===== src/rtl/pixel_frame_rx.sv =====
// pixel_frame_rx: receives one ROWS x COLUMNS frame of 8-bit pixels over an
// AXI-Stream style link into a local buffer, holds it until the consumer
// acknowledges, and flags short/long frames. Optional per-frame min/max/sum
// statistics are built when PIXEL_FRAME_STATS_EN is defined; otherwise the
// stats outputs are tied to zero.
`timescale 1ns/1ps
module pixel_frame_rx #(
    parameter  int ROWS    = 4,
    parameter  int COLUMNS = 4,
    localparam int PIXELS  = ROWS * COLUMNS,
    localparam int AW      = (PIXELS > 1) ? $clog2(PIXELS) : 1,
    localparam int SW      = 8 + AW
) (
    input  logic          clk,
    input  logic          rst,
    input  logic          s_tvalid,
    output logic          s_tready,
    input  logic [7:0]    s_tdata,
    input  logic          s_tlast,
    output logic          frame_valid,
    input  logic          frame_ack,
    input  logic [AW-1:0] rd_addr,
    output logic [7:0]    rd_data,
    output logic          err_short,
    output logic          err_long,
    output logic [15:0]   frame_cnt,
    output logic [7:0]    pix_min,
    output logic [7:0]    pix_max,
    output logic [SW-1:0] pix_sum
);

    typedef enum logic [1:0] {RECV, HOLD, DROP} state_t;

    localparam logic [AW-1:0] LAST = AW'(PIXELS - 1);

    state_t        state, state_nxt;
    logic [AW-1:0] wr_cnt, wr_cnt_nxt;
    logic          beat;
    logic          wr_en;
    logic          good;
    logic          short_nxt;
    logic          long_nxt;
    logic [7:0]    mem [0:PIXELS-1];
    logic [7:0]    rd_val;

    assign beat = s_tvalid && s_tready;

    // Next-state and framing decisions, driven only by accepted beats and ack.
    always_comb begin
        state_nxt  = state;
        wr_cnt_nxt = wr_cnt;
        wr_en      = 1'b0;
        good       = 1'b0;
        short_nxt  = 1'b0;
        long_nxt   = 1'b0;
        case (state)
            RECV: begin
                if (beat) begin
                    wr_en = 1'b1;
                    if (wr_cnt == LAST) begin
                        wr_cnt_nxt = '0;
                        if (s_tlast) begin
                            good      = 1'b1;
                            state_nxt = HOLD;
                        end else begin
                            long_nxt  = 1'b1;
                            state_nxt = DROP;
                        end
                    end else if (s_tlast) begin
                        short_nxt  = 1'b1;
                        wr_cnt_nxt = '0;
                    end else begin
                        wr_cnt_nxt = wr_cnt + AW'(1);
                    end
                end
            end
            HOLD: begin
                if (frame_ack) begin
                    state_nxt = RECV;
                end
            end
            DROP: begin
                if (beat && s_tlast) begin
                    state_nxt  = RECV;
                    wr_cnt_nxt = '0;
                end
            end
            default: begin
                state_nxt  = RECV;
                wr_cnt_nxt = '0;
            end
        endcase
    end

    // Control registers; ready/valid are registered copies decoded from the next state.
    always_ff @(posedge clk) begin
        if (rst) begin
            state       <= RECV;
            s_tready    <= 1'b1;
            frame_valid <= 1'b0;
            err_short   <= 1'b0;
            err_long    <= 1'b0;
            wr_cnt      <= '0;
            frame_cnt   <= '0;
        end else begin
            state       <= state_nxt;
            s_tready    <= (state_nxt != HOLD);
            frame_valid <= (state_nxt == HOLD);
            err_short   <= short_nxt;
            err_long    <= long_nxt;
            wr_cnt      <= wr_cnt_nxt;
            if (good) begin
                frame_cnt <= frame_cnt + 16'd1;
            end
        end
    end

    // Frame buffer write port; only accepted RECV beats write, so HOLD leaves it intact.
    always_ff @(posedge clk) begin
        if (wr_en) begin
            mem[wr_cnt] <= s_tdata;
        end
    end

    generate
        if (PIXELS == (1 << AW)) begin : g_rd_full
            assign rd_val = mem[rd_addr];
        end else begin : g_rd_partial
            assign rd_val = (rd_addr < AW'(PIXELS)) ? mem[rd_addr] : 8'h00;
        end
    endgenerate

    // Registered read port, one cycle of latency, usable in every state.
    always_ff @(posedge clk) begin
        if (rst) begin
            rd_data <= 8'h00;
        end else begin
            rd_data <= rd_val;
        end
    end

`ifdef PIXEL_FRAME_STATS_EN
    function automatic logic [7:0] min8(input logic [7:0] a, input logic [7:0] b);
        return (a < b) ? a : b;
    endfunction

    function automatic logic [7:0] max8(input logic [7:0] a, input logic [7:0] b);
        return (a > b) ? a : b;
    endfunction

    logic [7:0]    run_min, run_max, min_nxt, max_nxt;
    logic [SW-1:0] run_sum, sum_nxt;

    // Running stats including the current beat; wr_cnt==0 marks the first beat of a frame.
    always_comb begin
        min_nxt = min8(run_min, s_tdata);
        max_nxt = max8(run_max, s_tdata);
        sum_nxt = run_sum + SW'(s_tdata);
        if (wr_cnt == '0) begin
            min_nxt = min8(8'hFF, s_tdata);
            max_nxt = max8(8'h00, s_tdata);
            sum_nxt = SW'(s_tdata);
        end
    end

    // Accumulators advance on every beat written into the buffer.
    always_ff @(posedge clk) begin
        if (wr_en) begin
            run_min <= min_nxt;
            run_max <= max_nxt;
            run_sum <= sum_nxt;
        end
    end

    // Published stats latch on the beat that completes a good frame and hold afterwards.
    always_ff @(posedge clk) begin
        if (rst) begin
            pix_min <= 8'h00;
            pix_max <= 8'h00;
            pix_sum <= '0;
        end else if (good) begin
            pix_min <= min_nxt;
            pix_max <= max_nxt;
            pix_sum <= sum_nxt;
        end
    end
`else
    assign pix_min = 8'h00;
    assign pix_max = 8'h00;
    assign pix_sum = '0;
`endif

endmodule


===== config.mk =====
export PLATFORM = sky130hd
export DESIGN_NAME = pixel_frame_rx
export DESIGN_NICKNAME = d
export VERILOG_FILES = /design/src/rtl/pixel_frame_rx.sv
export SDC_FILE = /design/constraint.sdc
export NUM_CORES = 1
export LEC_CHECK = 0
export ABC_AREA = 1
export CORE_MARGIN = 5
export CORE_UTILIZATION = 37
export DETAILED_ROUTE_END_ITERATION = 10
export PLACE_DENSITY = 0.66
export SLEW_MARGIN = 20
export SYNTH_ARGS = -nofsm -noshare
export SYNTH_HDL_FRONTEND = slang
export SYNTH_SLANG_ARGS = --single-unit

===== constraint.sdc =====
create_clock -name clk -period 2.3 [get_ports clk]
set_clock_uncertainty 0.1 [all_clocks]
set_input_delay 0.575 -clock clk [delete_from_list [all_inputs] [get_ports clk]]
set_output_delay 0.575 -clock clk [all_outputs]
set_load 0.03 [all_outputs]

==> results of run 1 <==
-- worst max-delay path by stage --
| stage | from | to | slack [ns] |
|---|---|---|---|
| detailed placement | s_tvalid | mem[13][0] | -0.02 |
| finish | frame_cnt[10] | frame_cnt[10] | 0.05 |
| global route | frame_cnt[10] | frame_cnt[10] | 0.001 |
| global placement | s_tvalid | mem[6][0] | 0.002 |
| CTS | frame_cnt[9] | frame_cnt[9] | 0.008 |
| floorplan | s_tvalid | mem[7][0] | 0.30 |
-- synthesized netlist by cell type --
| cell type | n |
|---|---|
| nand2_1 | 247 |
| edfxtp_1 | 128 |
| inv_1 | 99 |
| nand3_1 | 97 |
| nor2_1 | 49 |
| dfxtp_1 | 34 |
| buf_4 | 29 |
| a21oi_1 | 15 |
| buf_2 | 13 |
| clkbuf_1 | 11 |
| nor3_1 | 9 |
| o21ai_0 | 8 |
| ha_1 | 5 |
| nand3_2 | 4 |
| nand4_1 | 4 |
| xor2_1 | 3 |
| buf_1 | 1 |
| buf_6 | 1 |
| clkbuf_8 | 1 |
| conb_1 | 1 |
| inv_2 | 1 |
| nand3_4 | 1 |
| nor2_2 | 1 |
| nor2_4 | 1 |
| nor3_4 | 1 |
| nor3b_1 | 1 |
-- sequential cells by signal, summed over array words and instances (netlist names) --
| signal | count |
|---|---|
| frame_valid | 1 |
| err_long | 1 |
| wr_cnt | 4 |
| err_short | 1 |
| s_tready | 1 |
| rd_data | 8 |
| mem | 128 |
| state | 2 |
| frame_cnt | 16 |
-- cells by family after synthesis --
group           Yosys count  synth area share
compound gates           23            0.0159
xor+xnor                  3           0.00364
fa+ha+maj                 5           0.00866
buf+inv                 156             0.101
flops                   162             0.626
other cells               1          0.000519
simple gates            415             0.244
-- metal layers --
layer  track usage  up-vias
li1              -     2550
met1         0.194     2350
met2         0.249      186
met3        0.0345       23
met4        0.0512        0
met5             0        -
-- metrics by stage --
step	cells	setup WS, ns	hold WS, ns	TNS (ns)
floorplan	792	0.295	0.412	0
global placement	1080	0.00219	0.421	0
detailed placement	1080	-0.0170	0.429	-0.583
CTS	1112	0.00759	0.445	0
global route	1112	0.00109	0.474	0
finish	1112	0.0457	0.443	0
-- area by class of cell --
class / count / area, sq um
well taps: 265 / 332
multi-input cells: 474 / 2070
flip-flops and latches: 162 / 4520
inverters: 100 / 375
clock inverters: 13 / 71.3
fillers: 1840 / 10800
repair buffers: 79 / 743
clock buffers: 19 / 433
-- power by group through the flow --
stage	Sequential (uW)	Combinational [uW]	Clock (uW)
3_3_place_gp	3270	473	0
2_1_floorplan	3290	294	0
4_1_cts	3210	478	2470
3_5_place_dp	3270	477	0
6_report	3210	475	2420
5_1_grt	3210	519	2590
-- timing repair --
action                                  4_1_cts  5_1_grt
endpoints found under the setup margin        0        3
hold buffers                                  0        0
resized for setup                             0        3
==> reports/qor.csv, run 1 <==
stage;metric;value;unit
place;GPL Wtd Cong;0.810;
floorplan;Die H;150;um
power_and_ir_drop;NetSw;1420;uW
sta;Final Max Tran Viols;0;
yosys;sequential share of the synthesized area;0.626;
sta;final hold vios;0;
place;HPWL reported at the end of detailed placement;10800;um
critical_path;CP delay by family, top;buffers and inverters;
run;max cap viols;0;
global_route;GRT Overall Usage;0.150;
global_route;first-pass GRT wire length;25200;um
cells_and_area;nets@finish;856;
clock_network;clk slew on worst S/H paths;0.06;ns
detailed_routing;Metal-1 WL;7060;um
detailed_routing;via count;5109;
yosys;post-synthesis cell area;0.00723;sq mm
power_and_ir_drop;power share of the clock group;0.397;
global_route;GR Overflow Total;0;
cells_and_area;share of layout cells above drive strength 1;0.0826;
critical_path;crit path max fanout;6;
place;Placed Area;0.00804;sq mm
yosys;Area contributors post-synth;edfxtp_1 53%, nand2_1 13%, dfxtp_1 9.4%;
floorplan;# IOs;73;
clock_network;post-CTS setup buffer count;0;
yosys;post-synth top area share;0.532;
critical_path;delay of the slowest critical-path stage;0.71;ns
yosys;yosys warns;0;
clock_network;total CTS buffers;17;
yosys;post-synth top area cell;edfxtp_1;
clock_network;Worst-Skew Late Latency;0.42;ns
critical_path;R2R depth;6;
power_and_ir_drop;Combinational Power Share;0.078;
floorplan;# rows;51;
cells_and_area;Design Area, Final;0.00855;sq mm
sta;Final period util;0.980;
min_path;hold_sp;frame_cnt[15];
yosys;Syn Area/Cell;9.45;sq um
cells_and_area;most frequent cells in the layout;247 x nand2_1, 128 x edfxtp_1, 99 x inv_1, 97 x nand3_1, 49 x nor2_1;
power_and_ir_drop;Internal Pwr Total;4680;uW
sta;Final setup viols;0;
floorplan;Die Wd;150;um
floorplan;Initial Utilization;0.374;
cells_and_area;Ant. Diodes;0;
detailed_routing;ANT nets after route;0;
detailed_routing;wire length on met2;7730;um
power_and_ir_drop;Pwr Density;713;mW/mm^2
min_path;worst hold path cell count;4;
detailed_routing;DR top layer;met4;
yosys;cell count after synthesis;765;
detailed_routing;DRC viols;0;
critical_path;sequence of cells on the critical path;clkdlybuf4s50_1;
global_route;pin count of the biggest net entering global routing;65;
sta;Final Critical Period;2.25;ns
min_path;Min-Delay Path Class;reg -> reg;
global_route;number of global-route vias before repair;4869;
sta;RSZ-0062 raised after global routing;no;
clock_network;Max Root-Sink Buffers;2;
critical_path;CP Buf/Inv Count;1;
min_path;Hold EP;frame_cnt[15];
clock_network;CTS root buf;clkbuf_16;
detailed_routing;vias per std cell;4.59;
power_and_ir_drop;Total Power;6100;uW
yosys;Yosys reg bits;162;
detailed_routing;final WL;16300;um
power_and_ir_drop;VDD IR max;0.562;mV
place;Buffers on Ports;44;
global_route;initial antenna violation count;0;
power_and_ir_drop;LEAKAGE;0.00361;uW
power_and_ir_drop;sequential share of power;0.526;
cells_and_area;commonest non-fill, non-tap cell in the layout;nand2_1;
cells_and_area;post-layout util;0.442;
critical_path;CP required;1.62;ns
clock_network;Sink Count;162;
floorplan;total core area;0.0193;sq mm
clock_network;H-tree depth;4;
floorplan;Die ar.;0.0224;sq mm
detailed_routing;routed length per placed instance;14.6;um
sta;fmax;444;MHz
detailed_routing;drt first pass iters;5;
critical_path;Setup CP Type;reg -> out;
clock_network;CTS tree;yes;
critical_path;Arrival @ worst endpoint;1.58;ns
detailed_routing;routed wire length on met3;1190;um
critical_path;R2R Path End;mem[4][1];
power_and_ir_drop;Net Sw Frac;0.232;
critical_path;RR Startpoint;state[0];
critical_path;Worst path slowest cell;clkdlybuf4s50_1;
critical_path;crit end category;output port;
run_status;status;complete, no violations;
yosys;Cell variety after synth;26;
critical_path;R2R setup slack;0.60;ns
critical_path;startpoint types;flip-flop;
detailed_routing;initial DRC count;316;
cells_and_area;P&R area growth vs syn;18.4;%
critical_path;cell depth of the worst setup path;1;
No activity file was read; power rests on OpenSTA's default activity.
==> inputs of run 2 (changes only) <==
==> constraint.sdc (replaced) <==
create_clock -name clk -period 2.7 [get_ports clk]
set_clock_uncertainty 0.1 [all_clocks]
set_input_delay 0.675 -clock clk [delete_from_list [all_inputs] [get_ports clk]]
set_output_delay 0.675 -clock clk [all_outputs]
set_load 0.1 [all_outputs]
==> reports/qor.csv, run 2 (same netlist as run 1, synthesis figures left out) <==
stage;metric;value;unit
floorplan;# rows;51;
global_route;Most Crowded Layer GR;met2;
clock_network;H-tree depth;4;
sta;Final setup viols;0;
place;HPWL reported at the end of detailed placement;10600;um
critical_path;startpoint types;flip-flop;
global_route;initial antenna violation count;0;
floorplan;# IOs;73;
place;Buffers on Ports;44;
cells_and_area;nets@finish;852;
global_route;met2 Use GR;0.249;
critical_path;sequence of cells on the critical path;buf_4;
sta;final hold vios;0;
power_and_ir_drop;LEAKAGE;0.00358;uW
sta;RSZ-0062 raised after global routing;no;
cells_and_area;fillcell total;1865;
min_path;Hold EP;frame_cnt[0];
clock_network;total CTS buffers;17;
power_and_ir_drop;Internal Pwr Total;4000;uW
global_route;met3 Track Usage GR;0.0369;
cells_and_area;commonest non-fill, non-tap cell in the layout;nand2_1;
power_and_ir_drop;Total Power;5410;uW
power_and_ir_drop;Pwr Density;642;mW/mm^2
cells_and_area;Most flops, register;mem;
clock_network;hold buffer count at CTS;0;
detailed_routing;via count;5018;
cells_and_area;most frequent cells in the layout;247 x nand2_1, 128 x edfxtp_1, 99 x inv_1, 97 x nand3_1, 58 x buf_4;
clock_network;post-CTS setup buffer count;0;
critical_path;RR Startpoint;state[0];
sta;Final Critical Period;1.99;ns
global_route;GRT Overall Usage;0.147;
floorplan;Die Wd;150;um
run;max cap viols;0;
sta;normalized max-slew margin;0.578;
min_path;Min-Delay Path Class;reg -> reg;
sta;Setup TNS;0;ns
global_route;met1 GRT Util;0.190;
power_and_ir_drop;VDD IR max;0.442;mV
critical_path;Worst path slowest cell;dfxtp_1;
detailed_routing;routed length per placed instance;14.3;um
power_and_ir_drop;sequential share of power;0.504;
detailed_routing;DRC viols;0;
floorplan;Die H;150;um
critical_path;CP Buf/Inv Count;1;
global_route;first-pass GRT wire length;25000;um
clock_network;Worst-Skew Late Latency;0.42;ns
power_and_ir_drop;NetSw;1410;uW
sta;hold slack;0.446;ns
sta;Worst-Margin Slew;0.633;ns
floorplan;Die ar.;0.0224;sq mm
cells_and_area;share of layout cells above drive strength 1;0.114;
clock_network;CTS tree;yes;
critical_path;delay of the slowest critical-path stage;0.46;ns
critical_path;Arrival @ worst endpoint;1.22;ns
critical_path;CP delay by family, top;flip-flops;
power_and_ir_drop;power share of the clock group;0.392;
min_path;hold_sp;frame_cnt[0];
cells_and_area;max FFs per register;128;
global_route;number of global-route vias before repair;4842;
detailed_routing;vias per std cell;4.53;
cells_and_area;largest registers;mem x128, frame_cnt x16, rd_data x8;
global_route;pin count of the biggest net entering global routing;65;
min_path;worst hold path cell count;2;
cells_and_area;P&R area growth vs syn;16.8;%
detailed_routing;final WL;15800;um
sta;fmax;502;MHz
power_and_ir_drop;Net Sw Frac;0.261;
detailed_routing;ANT nets after route;0;
floorplan;total core area;0.0193;sq mm
critical_path;CP required;1.92;ns
floorplan;Initial Utilization;0.374;
place;GPL Wtd Cong;0.803;
sta;Final period util;0.738;
critical_path;crit path max fanout;6;
critical_path;Setup CP Type;reg -> out;
detailed_routing;initial DRC count;287;
clock_network;Sink Count;162;
critical_path;crit end category;output port;
clock_network;CTS root buf;clkbuf_16;
power_and_ir_drop;Combinational Power Share;0.104;
run_status;status;complete, no violations;
detailed_routing;drt first pass iters;5;
sta;Final Max Tran Viols;0;
clock_network;Max Root-Sink Buffers;2;
cells_and_area;Ant. Diodes;0;
clock_network;clk slew on worst S/H paths;0.06;ns
global_route;GR Overflow Total;0;
critical_path;R2R Path End;mem[12][7];
critical_path;R2R setup slack;1.00;ns
critical_path;R2R depth;6;
clock_network;post-CTS sizing;0;
==> run 2: final cells by class <==
| class | instances | area (sq um) | area share |
|---|---|---|---|
| flip-flops and latches | 162 | 4520 | 0.536 |
| well taps | 265 | 332 | 0.0393 |
| multi-input cells | 474 | 2070 | 0.246 |
| clock inverters | 13 | 88.8 | 0.0105 |
| inverters | 100 | 375 | 0.0445 |
| repair buffers | 75 | 611 | 0.0724 |
| clock buffers | 19 | 433 | 0.0513 |
==> run 2: stage by stage <==
step / instance area, sq um / setup WS, ns / cells / util
6_report: 8440 / 0.708 / 1108 / 0.436
5_1_grt: 8440 / 0.557 / 1108 / 0.436
4_1_cts: 8440 / 0.696 / 1108 / 0.436
3_5_place_dp: 7920 / 0.274 / 1076 / 0.409
3_3_place_gp: 7920 / 0.265 / 1076 / 0.409
2_1_floorplan: 7330 / 0.187 / 792 / -
==> run 2: power groups by stage <==
stage	Sequential [uW]	Clock, uW	Combinational, uW
4_1_cts	2730	2160	565
5_1_grt	2730	2270	602
6_report	2730	2120	561
3_5_place_dp	2780	0	564
2_1_floorplan	2860	0	368
3_3_place_gp	2780	0	562
==> run 2: worst max-delay path by stage <==
stage / startpoint / end / slack, ns / depth (start not counted)
after floorplan: s_tready / mem[7][0] / 0.19 / 4
after global placement: s_tvalid / mem[5][2] / 0.26 / 6
after detailed placement: s_tvalid / mem[12][5] / 0.27 / 6
after CTS: frame_cnt[8] / frame_cnt[8] / 0.70 / 1
after global routing: s_tvalid / mem[12][7] / 0.56 / 6
final: frame_cnt[8] / frame_cnt[8] / 0.71 / 1
==> run 2: layer usage <==
| layer | part of all wire | vias up |
|---|---|---|
| met1 | 0.45 | 2302 |
| met3 | 0.066 | 17 |
| li1 | - | 2541 |
| met4 | 0.0080 | 0 |
| met5 | 0 | - |
| met2 | 0.47 | 158 |
